## src/rtl/control_baterias.sv

```systemverilog
// control_baterias: sequencer for the shared battery adder (sumador).
// Optional low-charge alarm is built only when ALARMA_BAJA_EN is defined.
module control_baterias #(
    parameter int         N_LOG2 = 2,
    parameter logic [8:0] UMBRAL = 9'd16
) (
    input  logic        clk,
    input  logic        rst_n,
    input  logic        in_valid,
    output logic        in_ready,
    input  logic [15:0] in_data,
    output logic        add_sel,
    output logic [15:0] add_baterias,
    input  logic [8:0]  add_sum,
    output logic        out_valid,
    input  logic        out_ready,
    output logic [8:0]  out_total,
    output logic [8:0]  out_nibbles,
    output logic [8:0]  out_prom,
    output logic        prom_valid,
    output logic        out_bajo
);

    localparam logic [1:0] IDLE = 2'd0;
    localparam logic [1:0] S0   = 2'd1;
    localparam logic [1:0] S1   = 2'd2;
    localparam logic [1:0] OUT  = 2'd3;

    localparam int AW = 9 + N_LOG2;
    localparam logic [N_LOG2-1:0] CNT_MAX = '1;

    logic [1:0]        state;
    logic [8:0]        total_r;
    logic [AW-1:0]     acc;
    logic [N_LOG2-1:0] cnt;
    logic [AW-1:0]     acc_next;
    logic              window_end;

    assign in_ready   = (state == IDLE);
    assign acc_next   = acc + AW'(total_r);
    assign window_end = (cnt == CNT_MAX);

    // Main sequencer: two adder passes per word, then hold results for the consumer
    always_ff @(posedge clk or negedge rst_n) begin
        if (!rst_n) begin
            state        <= IDLE;
            add_sel      <= 1'b0;
            add_baterias <= '0;
            total_r      <= '0;
            acc          <= '0;
            cnt          <= '0;
            out_valid    <= 1'b0;
            out_total    <= '0;
            out_nibbles  <= '0;
            out_prom     <= '0;
            prom_valid   <= 1'b0;
        end else begin
            unique case (state)
                IDLE: begin
                    if (in_valid) begin
                        add_baterias <= in_data;
                        add_sel      <= 1'b0;
                        state        <= S0;
                    end
                end
                S0: begin
                    total_r <= add_sum;
                    add_sel <= 1'b1;
                    state   <= S1;
                end
                S1: begin
                    out_nibbles <= add_sum;
                    out_total   <= total_r;
                    if (window_end) begin
                        out_prom   <= 9'(acc_next >> N_LOG2);
                        prom_valid <= 1'b1;
                        acc        <= '0;
                        cnt        <= '0;
                    end else begin
                        prom_valid <= 1'b0;
                        acc        <= acc_next;
                        cnt        <= cnt + 1'b1;
                    end
                    out_valid <= 1'b1;
                    state     <= OUT;
                end
                OUT: begin
                    if (out_ready) begin
                        out_valid <= 1'b0;
                        state     <= IDLE;
                    end
                end
                default: state <= IDLE;
            endcase
        end
    end

`ifdef ALARMA_BAJA_EN
    // Low-charge flag registered together with the nibble sum
    always_ff @(posedge clk or negedge rst_n) begin
        if (!rst_n) begin
            out_bajo <= 1'b0;
        end else if (state == S1) begin
            out_bajo <= (add_sum < UMBRAL);
        end
    end
`else
    logic umbral_unused;
    assign umbral_unused = ^UMBRAL;
    assign out_bajo      = 1'b0;
`endif

endmodule

```

## config.mk

```make
export PLATFORM = sky130hd
export DESIGN_NAME = control_baterias
export DESIGN_NICKNAME = d
export VERILOG_FILES = /design/src/rtl/control_baterias.sv
export SDC_FILE = /design/constraint.sdc
export NUM_CORES = 1
export LEC_CHECK = 0
export CAP_MARGIN = 20
export CORE_ASPECT_RATIO = 0.75
export CORE_UTILIZATION = 30
export CTS_CLUSTER_SIZE = 28
export DETAILED_ROUTE_END_ITERATION = 16
export HOLD_SLACK_MARGIN = 0.05
export PLACE_DENSITY = 0.52
export SYNTH_ARGS = -nofsm -noshare
export SYNTH_HDL_FRONTEND = slang
export SYNTH_SLANG_ARGS = --single-unit
```

## constraint.sdc

```tcl
create_clock -name clk -period 2.2 [get_ports clk]
set_input_delay 0.66 -clock clk [delete_from_list [all_inputs] [get_ports clk]]
set_output_delay 0.66 -clock clk [all_outputs]
set_load 0.005 [all_outputs]
```

==> results.md, run 1 <==
* Status: complete, no violations
* Leak at 1.91 nW
* Largest cells by area after synthesis: dfrtp_1 (56%), mux2_2 (16%), ha_1 (5.6%)
* Final core utilization at 0.449
* H-tree levels at 3
* Synth Area in Compound Gates at 0.110
* Netlist Area Pre-Place at just over 3000 sq um
* Post-Synthesis Net Count at between 200 and 300
* Number of max-cap violations at 0
* Clk slew on worst S/H paths at 0.06 ns
* Area leader, netlist: dfrtp_1
* Post-Synthesis Cells at 244
* Die height at 90.1 um
* TritonCTS clock tree: done
* Distinct cell type count of the synthesized netlist at 35
* Overall Power at approximately 7.4 mW
* Worst vdd ir at 0.000596 V
* Register area at ~1800 sq um
* Unrepaired setup endpoints after global routing: no
* CTS buffer count at 9
* Via/cell ratio at 4.51
* Seq pwr share at 0.310
* Post-route DRC at 0
* Type of the worst min-delay path: in -> async
* Die width at 119 um
* Slew Viols, Final at 0
* Max-slew headroom at 0.648
* Mux share of post-synthesis cell area at 0.162
* Async SR Flop Fraction at 1.00
* Power Density at 1680 nW/um^2
* Fin nets at 378
* Seq/Total Area, Yosys at 0.564
* Main synth FF type: dfrtp_1
* Share of layout cells above drive strength 1 at 0.239
* Placed Area at 4070 sq um
* Row count at 31
* Initial antenna violation count at 0
* Setup TNS at 0 ns
* Worst setup path endpoint: acc[6]$_DFFE_PN0P_
* Pin count of the biggest net entering global routing at 42
* Initial Utilization at 0.315
* Worst skew pair latency at 0.33 ns
* GRT Overall Usage at 0.133
* Reg2reg path depth at 8
* Synthesized-area fraction occupied by and/or/nand/nor cells at 0.0463
* Worst Skew at 0.00404 ns
* Area Overhead vs Synth at 42.5%
* DP HPWL at 4.77 mm
* Area taken by multi-input logic gates at 1280 sq um
* First-pass GRT wire length at approximately 11 mm
* Root Driver: clkbuf_16
* Setup Viol. Count Final at 0
* Final instance area at 4430 sq um
* Largest family of logic cells by synthesized area: multiplexers
* Ant diodes at 0
* Crit end category: flop
* Xor-xnor portion of the synthesized cell area at 0.0254
* Antenna Nets Post-Route at 0
* List of most frequent post-synthesis cells: dfrtp_1 (70), mux2_2 (43), nand2_1 (18), o21ai_0 (17), ha_1 (14)
* Drt pass-1 iters at 4
* R2r endpoint: acc[6]$_DFFE_PN0P_
* Count leader, synth: dfrtp_1
* Switching power at between 2 and 2.5 mW
* Crit-path max FO at 5
* Flop2flop setup slack at approximately 0.16 ns
* Clock Path Buffers at 2
* FILL cells at roughly 960
* Yosys warns at 0
* I/O Buffers at 75
* Via count at 2125
* First DRT Iteration DRCs at 50
* TritonCTS Sinks at 70
* Synthesized flop and latch total at 70
* IO Count at 77
* EDFF count, synth at 0
* Routability congestion estimate at about 0.81
* Final min period at 2.04 ns
* Clk network pwr share at 0.209
* Startpoint types: flop
* Drt total wl at 6.53 mm
* Post-CTS Hold Buffers at 0
* Sw Share at 0.331
* Reg2reg start: total_r[0]$_DFFE_PN0P_
* Per-cell routed wire length at 13.9 um
* Vias in the first global route at 2165
* Overflow after GRT at 0
* Synth Area in Adders at 0.0629
* Tcrit/Tclk final at 0.926
* Max Fclk at 0.491 GHz
* Crit path required time at 2.44 ns
* Setup CP Type: reg -> reg
* Core area at 9850 sq um
* Top cell type's share of synthesized area at 0.564
* Worst-margin pin slew at 0.528 ns
* Synth Area per Inst at 12.7 sq um
* Critical Path Start: total_r[0]$_DFFE_PN0P_
* Gate power share at 0.481
* Final Hold Viols at 0
* Die ar. at 10800 sq um
* CP arrival at between 2 and 2.5 ns
* Internal power at 4.96 mW
what timing repair did:
action                     CTS  global route
cloned                       0             0
hold endpoints to repair     0             0
setup endpoints to repair    1             1
buffers inserted             0             3
resized for setup            4             1
pin swaps                    0             0
worst min path at each step:
| stage | endpoint | slack [ns] | start | cells after the start |
|---|---|---|---|---|
| floorplan | acc[0]$_DFFE_PN0P_ | 0.36 | rst_n | 0 |
| global placement | out_prom[3]$_DFFE_PN0P_ | 0.47 | out_prom[3]$_DFFE_PN0P_ | 2 |
| detailed placement | out_prom[3]$_DFFE_PN0P_ | 0.47 | out_prom[3]$_DFFE_PN0P_ | 2 |
| CTS | out_valid$_DFFE_PN0P_ | 0.32 | rst_n | 1 |
| global route | out_valid$_DFFE_PN0P_ | 0.34 | rst_n | 1 |
| finish | out_valid$_DFFE_PN0P_ | 0.30 | rst_n | 1 |
area by class of cell:
class | count | area share
Clock buffer | 10 | 0.0540
Tap cell | 132 | 0.0373
Multi-Input combinational cell | 153 | 0.289
Inverter | 12 | 0.0102
Sequential cell | 70 | 0.396
Clock inverter | 6 | 0.0192
Timing Repair Buffer | 88 | 0.194
per-stage QoR:
stage	instances	hold WS, ns	worst slack, ns
2_1_floorplan	244	0.364	0.349
3_3_place_gp	452	0.466	0.202
3_5_place_dp	452	0.472	0.159
4_1_cts	468	0.319	0.0103
5_1_grt	471	0.337	0.00621
6_report	471	0.301	0.162
worst max-delay path, cell delays in order (launching register included):
cell and delay (ns):
dfrtp_1 0.37, ha_1 0.20, inv_1 0.06, fa_1 0.39
nand2b_1 0.17, a21oi_2 0.26, a31oi_1 0.14, xor2_1 0.17
o31ai_1 0.19
cell families after synthesis:
group / after synthesis
flops: 70
compound gates: 50
mux: 45
simple gates: 33
buf+inv: 21
fa+ha+maj: 15
xor+xnor: 9
other cells: 1
registers in the layout, indices dropped and copies added (netlist names):
signal	flops
acc	11
add_baterias	16
add_sel	1
cnt	2
out_nibbles	9
out_prom	9
out_total	9
out_valid	1
prom_valid	1
state	2
total_r	9
power groups by stage:
stage | Clock (mW) | Sequential [mW] | Combinational [mW]
floorplan | 0 | 2.30 | 2.03
global placement | 0 | 2.31 | 3.51
detailed placement | 0 | 2.33 | 3.53
CTS | 1.60 | 2.32 | 3.58
global route | 1.66 | 2.40 | 3.94
finish | 1.55 | 2.30 | 3.57
layer usage:
| layer | global-route usage | up-vias | share of wire |
|---|---|---|---|
| met5 | 0 | - | 0 |
| met4 | 0.0375 | 0 | 0.0078 |
| met2 | 0.185 | 51 | 0.42 |
| li1 | - | 1037 | - |
| met3 | 0.0666 | 4 | 0.069 |
| met1 | 0.180 | 1033 | 0.50 |
placed cells by master (no fill, tap or decap), types with 2 or more instances in the layout:
cell type / count
ha_1: 13
o31ai_1: 2
bufinv_16: 2
a21oi_1: 10
xnor2_1: 3
clkbuf_16: 9
o22ai_1: 2
clkinvlp_4: 2
or3_1: 2
clkdlybuf4s50_1: 73
mux2_2: 43
nand2b_1: 2
o21ai_0: 17
inv_2: 2
inv_1: 10
o211ai_2: 2
buf_4: 13
nand2_1: 18
mux2i_1: 2
clkinv_2: 2
xor2_1: 6
o2bb2ai_1: 7
a211oi_1: 3
nor2_1: 7
dfrtp_1: 70
(Power assumes the default switching activity.)
==> run 2, diff against run 1 <==
--- a/config.mk
+++ b/config.mk
@@ -10,6 +10,7 @@
 export CORE_UTILIZATION = 30
 export CTS_CLUSTER_SIZE = 28
 export DETAILED_ROUTE_END_ITERATION = 16
+export GPL_TIMING_DRIVEN = 0
 export HOLD_SLACK_MARGIN = 0.05
 export PLACE_DENSITY = 0.52
 export SYNTH_ARGS = -nofsm -noshare
==> constraint.sdc (replaced) <==
create_clock -name clk -period 2.3 [get_ports clk]
set_input_delay 0.69 -clock clk [delete_from_list [all_inputs] [get_ports clk]]
set_output_delay 0.69 -clock clk [all_outputs]
set_load 0.005 [all_outputs]
==> run 2 against run 1 <==
Against the previous run: clock power is 22% lower; cell count is 1.1% lower; setup slack worse by 0.073 ns; critical endpoint is now in_ready.
==> results.md, run 2 (same netlist as run 1, synthesis figures left out) <==
* Status: complete, no violations
* Leak at 1.84 nW
* Worst Skew at 0.00408 ns
* Area taken by multi-input logic gates at around 1300 sq um
* Drt pass-1 iters at 4
* Worst vdd ir at between 0.0005 and 0.0006 V
* Startpoint types: flop
* Area Overhead vs Synth at 38.7%
* Crit end category: primary output
* Overall Power at 6.73 mW
* Max-slew headroom at 0.599
* Critical path's largest stage delay at 0.51 ns
* Core area at 9850 sq um
* Setup Viol. Count Final at 0
* Share of layout cells above drive strength 1 at 0.207
* Pin count of the biggest net entering global routing at 37
* Crit path required time at 1.61 ns
* TritonCTS Sinks at 70
* CTS buffer count at 9
* Slowest CP cell: clkdlybuf4s50_1
* Antenna Nets Post-Route at 0
* Crit-path cells: inv_2 -> ha_4 -> clkdlybuf4s50_1
* Ant diodes at 0
* H-tree levels at 3
* CP delay by family, top: buffers and inverters
* Tcrit/Tclk final at 0.961
* IO Count at 77
* Via count at 2149
* Final min period at 2.21 ns
* Initial Utilization at 0.315
* Row count at 31
* Clk slew on worst S/H paths at 0.05 ns
* Most common cell after layout, fill and taps aside: clkdlybuf4s50_1
* Fin cells at 466
* Number of max-cap violations at 0
* Root Driver: clkbuf_16
* Post-CTS Repair Setup Buffers at 0
* DP HPWL at 4.69 mm
* CP arrival at 1.52 ns
* Type of the worst min-delay path: in -> async
* Commonest non-fill, non-tap cells in the layout: clkdlybuf4s50_1 (74), dfrtp_1 (70), mux2_2 (43)
* Drt total wl at 6.51 mm
* I/O Buffers at 75
* Setup CP Type: reg -> out
* Placed Cells at 452
* FILL cells at 952
* Die width at 119 um
* Top Registers: add_baterias x16, acc x11
* GRT Overall Usage at 0.132
* Die ar. at 10800 sq um
* Final Hold Viols at 0
* Post-route DRC at 0
* Vias in the first global route at 2132
* Fin nets at ~380
* Buf/Inv on CP at 2
* Slew Viols, Final at 0
* Clock Path Buffers at 2
* Die height at 90.1 um
* TritonCTS clock tree: done
* Max FFs per register at 16
* Crit-path max FO at 5
* Initial antenna violation count at 0
* Flop2flop setup slack at roughly 0.19 ns
* First DRT Iteration DRCs at 68
* Max Fclk at ~0.45 GHz
* Via/cell ratio at 4.61
* First-pass GRT wire length at 11.0 mm
* Biggest register: add_baterias
* Per-cell routed wire length at 14.0 um
* Unrepaired setup endpoints after global routing: no
* Power Density at around 1600 nW/um^2
* Register area at 1750 sq um
* Worst-margin pin slew at 0.601 ns
* Worst skew pair latency at 0.33 ns
* Overflow after GRT at 0
* Routability congestion estimate at 0.806
[run 2: per-layer routing]
layer	global-route usage	wire length (um)	vias to the layer above
met5	0	0	-
met4	0.0469	103	0
met3	0.0495	357	9
met2	0.181	2700	60
met1	0.189	3350	1046
li1	-	-	1034
[run 2: power by group]
part | leakage [nW] | switching (mW) | internal (mW)
Sequential | 0.841 | 0.361 | 1.86
Clock | 0.128 | 0.468 | 0.743
Combinational | 0.871 | 1.47 | 1.83
Total | 1.84 | 2.30 | 4.43
[run 2: final timing paths]
kind,startpoint,to,depth (start not counted)
max in group asynchronous,rst_n,out_prom[4]$_DFFE_PN0P_,2
worst max-delay path,state[0]$_DFFE_PN0P_,in_ready,3
worst max register to register,total_r[0]$_DFFE_PN0P_,acc[6]$_DFFE_PN0P_,8
worst min-delay path,rst_n,add_sel$_DFFE_PN0P_,1
worst min register to register,out_prom[8]$_DFFE_PN0P_,out_prom[8]$_DFFE_PN0P_,2
min in group clk,out_prom[8]$_DFFE_PN0P_,out_prom[8]$_DFFE_PN0P_,2
[run 2: what timing repair did]
item | CTS | global route
pin swaps | 0 | 0
hold buffers | 0 | 0
endpoints found under the setup margin | 1 | 1
gates resized for setup | 2 | 2
[run 2: metrics by stage]
stage                     setup TNS (ns)  hold slack (ns)  utilization  cell area, sq um  setup WS, ns
after floorplan                        0            0.394            -              3110         0.449
after global routing                   0            0.347        0.437              4310        0.0256
after detailed placement               0            0.473        0.410              4040        0.0421
after CTS                              0            0.328        0.437              4310        0.0319
after global placement           -139.31            0.468        0.408              4020         -2.00
final                                  0            0.319        0.437              4310        0.0892
[run 2: area by class of cell]
| type | instances | share of cell area |
|---|---|---|
| timing repair buffer | 76 | 0.178 |
| buffer | 9 | 0.00958 |
| sequential | 70 | 0.407 |
| clock buffer | 12 | 0.0572 |
| tap | 132 | 0.0383 |
| clock inverter | 2 | 0.00232 |
| multi-input combinational | 153 | 0.297 |
| inverter | 12 | 0.0105 |
[run 2: worst reg2reg max path: stages (launching register included)]
cell and delay (ns):
dfrtp_1 0.38, ha_1 0.20, inv_1 0.06, fa_1 0.40, nand2b_1 0.17, a21oi_2 0.30, a31oi_1 0.15, xor2_1 0.18
o31ai_1 0.19
==> run 3, diff against run 2 <==
--- a/config.mk
+++ b/config.mk
@@ -12,7 +12,7 @@
 export DETAILED_ROUTE_END_ITERATION = 16
 export GPL_TIMING_DRIVEN = 0
 export HOLD_SLACK_MARGIN = 0.05
-export PLACE_DENSITY = 0.52
+export PLACE_DENSITY = 0.54
 export SYNTH_ARGS = -nofsm -noshare
 export SYNTH_HDL_FRONTEND = slang
 export SYNTH_SLANG_ARGS = --single-unit
==> constraint.sdc (replaced) <==
create_clock -name clk -period 1.9 [get_ports clk]
set_input_delay 0.57 -clock clk [delete_from_list [all_inputs] [get_ports clk]]
set_output_delay 0.57 -clock clk [all_outputs]
set_load 0.005 [all_outputs]
==> run 3 against run 2 <==
Against the previous run: clock skew grew 0.0031 ns; sequential power grew 20%; hold slack lost 0.13 ns; critical path depth grew 5; largest power group unchanged; routed wire length grew 2.7%; first-iteration DRC count shrank 10%.
==> results.md, run 3 (same netlist as run 1, synthesis figures left out) <==
* Max FFs per register at 16
* CP arrival at around 2.1 ns
* Fin nets at 380
* Number of max-cap violations at 0
* First-pass GRT wire length at 11.6 mm
* Setup CP Type: reg -> reg
* Post-route DRC at 0
* I/O Buffers at 75
* Routability congestion estimate at just over 0.8
* Initial Utilization at 0.315
* Setup Viol. Count Final at 0
* Pin count of the biggest net entering global routing at 38
* Power Density at ~1900 nW/um^2
* Worst vdd ir at 0.000743 V
* Drt pass-1 iters at 4
* Worst Skew at 0.00719 ns
* Max Fclk at ~0.54 GHz
* Die ar. at 10800 sq um
* Slowest CP cell: dfrtp_1
* Clk slew on worst S/H paths at 0.05 ns
* Tcrit/Tclk final at 0.977
* Status: complete, no violations
* Share of layout cells above drive strength 1 at 0.265
* TritonCTS Sinks at 70
* Setup TNS at 0 ns
* Crit-path max FO at 5
* Area Overhead vs Synth at 42.3%
* Buf/Inv on CP at 1
* TritonCTS clock tree: done
* DP HPWL at 4.70 mm
* IO Count at 77
* Worst skew pair latency at 0.33 ns
* H-tree levels at 3
* First DRT Iteration DRCs at between 60 and 70
* Crit end category: flop
* Final instance area at 4420 sq um
* Placed Area at 4040 sq um
* Overflow after GRT at 0
* Most common cell after layout, fill and taps aside: clkdlybuf4s50_1
* Leak at 1.90 nW
* GRT Overall Usage at 0.140
* Final Hold Viols at 0
* CTS buffer count at 9
* Via count at roughly 2200
* Clock Path Buffers at 2
* Crit-path cells: ha_2 -> inv_2 -> fa_2 -> nand2b_4 -> a21oi_4 -> a31oi_1 -> xor2_1 -> o31ai_1
* Biggest register: add_baterias
* Final core utilization at 0.449
* Via/cell ratio at 4.62
* Antenna Nets Post-Route at 0
* CP delay by family, top: adder cells
* Initial antenna violation count at 0
* Ant diodes at 0
* FILL cells at 931
* Post-CTS Hold Buffers at 0
* Top Registers: add_baterias x16, acc x11
* Row count at 31
* Crit path required time at 2.13 ns
* Die height at 90.1 um
* Slew Viols, Final at 0
* Core area at 9850 sq um
* Final min period at about 1.9 ns
* Critical path's largest stage delay at 0.35 ns
* Vias in the first global route at 2268
* Drt total wl at 6.69 mm
* Unrepaired setup endpoints after global routing: yes
* Root Driver: clkbuf_16
* Startpoint types: flop
* Type of the worst min-delay path: in -> async
* Die width at 119 um
* Commonest non-fill, non-tap cells in the layout: clkdlybuf4s50_1 (73), dfrtp_1 (70), mux2_2 (43)
* Per-cell routed wire length at 14.2 um
[run 3: cell types whose count changed in the layout (fill, tap and decap cells not counted), moves of 2 or more]
cell	delta
clkbuf_2	+4
o21ai_0	-3
buf_4	+6
ha_1	-3
buf_1	-2
clkbuf_1	-2
o21ai_1	+3
ha_2	+3
nand2b_1	-2
[run 3: final timing paths]
path                                     endpoint  slack (ns)               start  cells after the start
max in group asynchronous  prom_valid$_DFFE_PN0P_        1.15               rst_n                      2
min in group clk               cnt[0]$_DFFE_PN0P_        0.48  cnt[0]$_DFFE_PN0P_                      1
min reg2reg                    cnt[0]$_DFFE_PN0P_        0.48  cnt[0]$_DFFE_PN0P_                      1
min                        total_r[5]$_DFFE_PN0P_        0.19               rst_n                      1
max reg2reg                    acc[6]$_DFFE_PN0P_        0.04  acc[0]$_DFFE_PN0P_                      8
max                            acc[6]$_DFFE_PN0P_        0.04  acc[0]$_DFFE_PN0P_                      8
[run 3: cell type report]
cell class,instances,area (sq um),share of cell area
timing repair buffer,82,812,0.184
tap,132,165,0.0374
sequential,70,1750,0.396
inverter,12,45.0,0.0102
clock inverter,1,5.00,0.00113
buffer,8,42.5,0.00963
clock buffer,14,264,0.0597
multi-input combinational,153,1330,0.302
[run 3: power by group]
part | leakage [nW] | internal (mW) | switching (mW)
clock | 0.133 | 0.946 | 0.572
combinational | 0.926 | 2.39 | 1.92
sequential | 0.841 | 2.25 | 0.418
total | 1.90 | 5.59 | 2.91
[run 3: worst reg2reg max path, delay by kind of cell (launching register included)]
family | cells | cell delay, ns
DFF | 1 | 0.35
xor gates and xnor gates | 1 | 0.17
buffers and inverters | 1 | 0.04
AOI/OAI and AO/OA | 3 | 0.52
and+or+nand+nor | 1 | 0.16
adders and majority gates | 2 | 0.54
[run 3: through the flow]
step                setup slack [ns]  std cells  total power [mW]  hold WS, ns
finish                        0.0440        472              8.50        0.193
global route                 -0.0704        472              9.23        0.212
CTS                         -0.00815        473              8.50        0.196
detailed placement            -0.246        452              6.72        0.472
global placement               -2.30        451              6.64        0.467
floorplan                     0.0489        244              5.01        0.274
[run 3: per-layer routing]
layer	vias to the layer above	share of wire	global-route usage	wire length, um
li1	1047	-	-	-
met1	1071	0.52	0.201	3510
met2	54	0.42	0.190	2800
met3	7	0.045	0.0489	301
met4	0	0.012	0.0542	78
met5	-	0	0	0
[run 3: repair_timing]
action,4_1_cts,5_1_grt
gates resized for setup,11,16
endpoints found under the setup margin,14,26
pin swaps,3,3
setup buffers,6,0
